$ cat src/rtl/fifo_wr_arbiter_pkg.sv
// Shared state encoding and width helper for the FIFO write-port arbiter.
package fifo_wr_arbiter_pkg;

  typedef enum logic {
    ST_IDLE = 1'b0,
    ST_BUSY = 1'b1
  } state_t;

  // Smallest r with 2**r >= value, never below 1 so every counter has a bit.
  function automatic int clog2(input int value);
    int r;
    r = 0;
    while ((1 << r) < value) r++;
    return (r < 1) ? 1 : r;
  endfunction

endpackage

$ cat src/rtl/fifo_wr_arbiter_rr_pick.sv
// Rotate-priority encoder: first set req bit at or above ptr, wrapping modulo NREQ.
// Purely combinational; no backpressure of its own.
module rr_pick
  import fifo_wr_arbiter_pkg::*;
#(
  parameter int NREQ = 4,
  parameter int IW   = clog2(NREQ)
) (
  input  logic [NREQ-1:0] req,
  input  logic [IW-1:0]   ptr,
  output logic            found,
  output logic [IW-1:0]   idx
);

  always_comb begin
    logic [IW-1:0] cand;
    found = 1'b0;
    idx   = '0;
    cand  = '0;
    for (int k = 0; k < NREQ; k++) begin
      cand = IW'((int'(ptr) + k) % NREQ);
      if (!found && req[cand]) begin
        found = 1'b1;
        idx   = cand;
      end
    end
  end

endmodule

$ cat src/rtl/fifo_wr_arbiter.sv
// Packet-granular round-robin arbiter in front of a FIFO write port; one IDLE cycle per grant,
// beats pass combinationally while busy; fifo_full drops gnt and holds ownership and counters.
module fifo_wr_arbiter
  import fifo_wr_arbiter_pkg::*;
#(
  parameter int NREQ      = 4,
  parameter int W         = 8,
  parameter int MAX_BEATS = 16,
  parameter int IDLE_TO   = 8
) (
  input  logic              clk,
  input  logic              rst,
  input  logic [NREQ-1:0]   req,
  input  logic [NREQ*W-1:0] din_flat,
  input  logic [NREQ-1:0]   last,
  output logic [NREQ-1:0]   gnt,
  input  logic              fifo_full,
  output logic              fifo_wr_en,
  output logic [W-1:0]      fifo_din,
  output logic              busy,
  output logic              err
);

  localparam int IW = clog2(NREQ);
  localparam int BW = clog2(MAX_BEATS + 1);
  localparam int DW = clog2(IDLE_TO + 1);

  state_t        state, state_nx;
  logic [IW-1:0] owner, owner_nx;
  logic [IW-1:0] ptr, ptr_nx;
  logic [BW-1:0] beat_cnt, beat_nx;
  logic [DW-1:0] idle_cnt, idle_nx;

  logic          pick_found;
  logic [IW-1:0] pick_idx;
  logic          own_req;
  logic          own_last;
  logic [W-1:0]  own_din;
  logic          accept;
  logic          drop;

  rr_pick #(
    .NREQ (NREQ),
    .IW   (IW)
  ) u_pick (
    .req   (req),
    .ptr   (ptr),
    .found (pick_found),
    .idx   (pick_idx)
  );

  always_comb begin
    own_req  = 1'b0;
    own_last = 1'b0;
    own_din  = '0;
    for (int i = 0; i < NREQ; i++) begin
      if (owner == IW'(i)) begin
        own_req  = req[i];
        own_last = last[i];
        own_din  = din_flat[i*W +: W];
      end
    end
  end

  always_comb begin
    state_nx   = state;
    owner_nx   = owner;
    ptr_nx     = ptr;
    beat_nx    = beat_cnt;
    idle_nx    = idle_cnt;
    gnt        = '0;
    fifo_wr_en = 1'b0;
    fifo_din   = '0;
    busy       = 1'b0;
    err        = 1'b0;
    accept     = 1'b0;
    drop       = 1'b0;
    case (state)
      ST_IDLE: begin
        if (pick_found) begin
          state_nx = ST_BUSY;
          owner_nx = pick_idx;
        end
      end
      ST_BUSY: begin
        busy = 1'b1;
        for (int i = 0; i < NREQ; i++) begin
          if (owner == IW'(i)) gnt[i] = !fifo_full;
        end
        accept = own_req && !fifo_full;
        if (accept) begin
          fifo_wr_en = 1'b1;
          fifo_din   = own_din;
        end
        // A stalled but requesting owner is not idle, and a stalled beat is not counted.
        if (own_req) begin
          idle_nx = '0;
          if (accept) begin
            if (own_last) begin
              drop = 1'b1;
            end else if (beat_cnt == BW'(MAX_BEATS - 1)) begin
              drop = 1'b1;
              err  = 1'b1;
            end else begin
              beat_nx = beat_cnt + BW'(1);
            end
          end
        end else if (idle_cnt == DW'(IDLE_TO - 1)) begin
          drop = 1'b1;
          err  = 1'b1;
        end else begin
          idle_nx = idle_cnt + DW'(1);
        end
        if (drop) begin
          state_nx = ST_IDLE;
          ptr_nx   = (owner == IW'(NREQ - 1)) ? '0 : owner + IW'(1);
          beat_nx  = '0;
          idle_nx  = '0;
        end
      end
      default: state_nx = ST_IDLE;
    endcase
  end

  always_ff @(posedge clk or negedge rst) begin
    if (!rst) begin
      state    <= ST_IDLE;
      owner    <= '0;
      ptr      <= '0;
      beat_cnt <= '0;
      idle_cnt <= '0;
    end else begin
      state    <= state_nx;
      owner    <= owner_nx;
      ptr      <= ptr_nx;
      beat_cnt <= beat_nx;
      idle_cnt <= idle_nx;
    end
  end

endmodule

$ cat config.mk
export PLATFORM = sky130hd
export DESIGN_NAME = fifo_wr_arbiter
export DESIGN_NICKNAME = d
export VERILOG_FILES = /design/src/rtl/fifo_wr_arbiter_pkg.sv /design/src/rtl/fifo_wr_arbiter_rr_pick.sv /design/src/rtl/fifo_wr_arbiter.sv
export SDC_FILE = /design/constraint.sdc
export NUM_CORES = 1
export LEC_CHECK = 0
export CAP_MARGIN = 0
export CORE_AREA = 4 4 63 65
export DETAILED_ROUTE_END_ITERATION = 12
export DIE_AREA = 0 0 67 69
export PLACE_DENSITY = 0.79
export SYNTH_ARGS = -nofsm -noshare
export SYNTH_HDL_FRONTEND = slang
export SYNTH_SLANG_ARGS = --single-unit
$ cat constraint.sdc
create_clock -name clk -period 2.3 [get_ports clk]
set_clock_uncertainty 0.2 [all_clocks]
set_input_delay 0.345 -clock clk [delete_from_list [all_inputs] [get_ports clk]]
set_output_delay 0.345 -clock clk [all_outputs]
set_load 0.01 [all_outputs]
==> flow_summary.json <==
{
  "status": "finished, violations left",
  "violations": "negative setup slack",
  "crit_chain": "ha_2 > buf_4 > buf_4 > and2_1 > clkdlybuf4s50_1",
  "syn_inst": 154,
  "synth_top_area_cell": "dfrtp_1",
  "totalWireLength_um": 4540,
  "crit_fanout": 17,
  "io_pins": 58,
  "cts_buffers": 3,
  "powerDensity_nw_per_um2": 1060,
  "pre_cts_slack_ns": -0.559,
  "drtIter0Drc": 71,
  "leakagePower_uw": 0.00102,
  "fin_crit_sh": 1.16,
  "async_flop_share": 1.00,
  "worst_slew_pin_slew_ns": 0.662,
  "grt_pass1_vias": 1575,
  "setup_violations": 19,
  "synth_top_area_share": 0.282,
  "firstDrtPassIters": 4,
  "die_w_um": 67,
  "slew_headroom": 0.557,
  "worst_slack_ns": -0.366,
  "synth_flop_cell": "dfrtp_1",
  "cp.required_ns": 1.75,
  "avgRoutedWirePerCell_um": 15.5,
  "holdWs_ns": 0.260,
  "critPathLaunchType": "flop",
  "diodes": 0,
  "syn_to_final_growth_pct": 85.1,
  "nets": 298,
  "power_uw": 2440,
  "hold_viol": 0,
  "cts_buffer_depth": 2,
  "crit_slowest_cell": "clkdlybuf4s50_1",
  "max_freq_mhz": 375,
  "crit_arrival_ns": 2.12,
  "drive_gt1_frac": 0.350,
  "drc": 0,
  "grt_antenna_before_repair": 0,
  "synth.distinct_cells": 38,
  "ys_warn_count": 0,
  "ant_nets": 0,
  "num_rows": 21,
  "grt_usage": 0.191,
  "cts_tree": "built",
  "htreeDepth": 1,
  "coreArea_sq_um": 3340,
  "tns_ns": -4.04,
  "clk_latency_ns": 0.28,
  "slew_viol_final": 0,
  "gp_congestion": 0.781,
  "synth_seq_area_share": 0.282,
  "maxCapViolCount": 0,
  "dieArea_sq_um": 4620,
  "slowest_delay_ns": 0.55,
  "syn_avg_cell_area_sq_um": 8.06,
  "rsz0062_at_grt": "yes",
  "syn_nets": 204,
  "dpl.hpwl_um": 3200,
  "num_vias": 1511,
  "post_drt_via_cell_ratio": 5.17,
  "hold_path_class": "primary input to async pin",
  "cp_common_cell": "buf_4",
  "critical_path_class": "flop to output port",
  "synthTopCellsByCount": "14 x dfrtp_1, 14 x nor2_1, 11 x a21oi_1, 11 x nor2b_1, 10 x inv_1",
  "grt-ovfl-total": 0,
  "die_y_um": 69,
  "peakVddDrop_v": 0.000579,
  "synth_area_sq_um": 1240,
  "fin_crit_ns": 2.67,
  "endpoint_kind": "output port",
  "start_util": 0.372,
  "portBuffers": 57,
  "synthTopCellsByArea": "dfrtp_1 28%, ha_1 7.1%, a221oi_1 5.6%, nor2b_1 5.5%, a21oi_1 4.4%",
  "grt_first_pass_wirelength_um": 7020,
  "r2r_slack_ns": -0.25,
  "clock-sinks": 14,
  "synth_edf_count": 0,
  "synth_seq_cells": 14,
  "path_clk_slew_ns": 0.08,
  "crit_family": "buffers and inverters",
  "grt_max_degree": 20,
  "cts_root_buf": "clkbuf_4",
  "crit_buf_inv": 3
}
## stage by stage
stage / instance area (sq um) / instances / utilization
detailed placement: 2030 / 276 / 0.608
CTS: 2250 / 292 / 0.675
floorplan: 1240 / 154 / -
finish: 2300 / 292 / 0.688
global route: 2300 / 292 / 0.688
global placement: 2030 / 276 / 0.608
## power breakdown
part           internal, uW  switching, uW  leakage (uW)
combinational          1010            861      0.000832
sequential              343           89.1      0.000178
clock                  60.8           75.7     0.0000138
## cell usage in the layout, fill, tap and decap left out, drive strengths merged, types with 2 or more instances in the layout
cell type      instances
buf                   49
clkdlybuf4s50         44
dfrtp                 14
nor2                  14
a21oi                 11
nor2b                 11
nand2                 10
inv                   10
nor3                   9
o21ai                  9
a221oi                 9
ha                     7
and2                   5
a211oi                 5
nand3b                 4
mux2                   4
and3                   3
clkbuf                 3
nor3b                  3
mux2i                  2
a22o                   2
nand2b                 2
nand3                  2
o22ai                  2
dlygate4sd2            2
a21boi                 2
## flip-flops by register name, indices dropped and copies added, names as in the netlist
signal,count
ptr,2
owner,2
state,1
beat_cnt,5
idle_cnt,4
## logic make-up (layout without fill, tap and decap cells)
logic type,after synthesis,count (layout),synth area share
AND/OR/NAND/NOR,66,67,0.284
multiplexers,6,6,0.0554
XOR/XNOR,1,1,0.00706
AO/OA/AOI/OAI,42,42,0.236
buffers and inverters,18,109,0.0645
adder cells (fa/ha/maj),7,7,0.0706
flip-flops,14,14,0.282
## area by class of cell
class,count,area (sq um)
fill,266,1040
multi-input combinational,123,970
timing repair buffer,96,858
sequential,14,352
tap,46,57.6
inverter,10,37.5
clock buffer,3,22.5
## layer usage
metal,share of wire,vias up,track usage
met2,0.48,62,0.342
li1,-,741,-
met5,0,-,0
met3,0.12,11,0.0519
met1,0.38,697,0.210
met4,0.021,0,0.0631
## final timing paths
path | endpoint | startpoint | cells after the start
worst min-delay path | idle_cnt[2]$_DFFE_PN0P_ | rst | 1
worst max register to register | ptr[1]$_DFFE_PN0P_ | owner[0]$_DFFE_PN0P_ | 8
worst min register to register | idle_cnt[3]$_DFFE_PN0P_ | idle_cnt[3]$_DFFE_PN0P_ | 2
min in group clk | idle_cnt[3]$_DFFE_PN0P_ | idle_cnt[3]$_DFFE_PN0P_ | 2
worst max-delay path | gnt[3] | owner[0]$_DFFE_PN0P_ | 5
max in group asynchronous | owner[0]$_DFFE_PN0P_ | rst | 1
## what timing repair did
item | CTS | global route
pin swaps | 18 | 2
endpoints found under the setup margin | 22 | 22
setup buffers | 12 | 0
endpoints found under the hold margin | 0 | 0
resized for setup | 83 | 8
gates cloned | 1 | 0
hold buffers | 0 | 0
## worst register-to-register path, cell delays in order (launching register included)
cell,delay [ns]
dfrtp_2,0.45
ha_2,0.26
a211oi_4,0.28
a221oi_4,0.13
buf_6,0.15
or2_2,0.30
buf_4,0.16
a21boi_4,0.18
mux2_2,0.35
No activity file was read; power rests on OpenSTA's default activity.
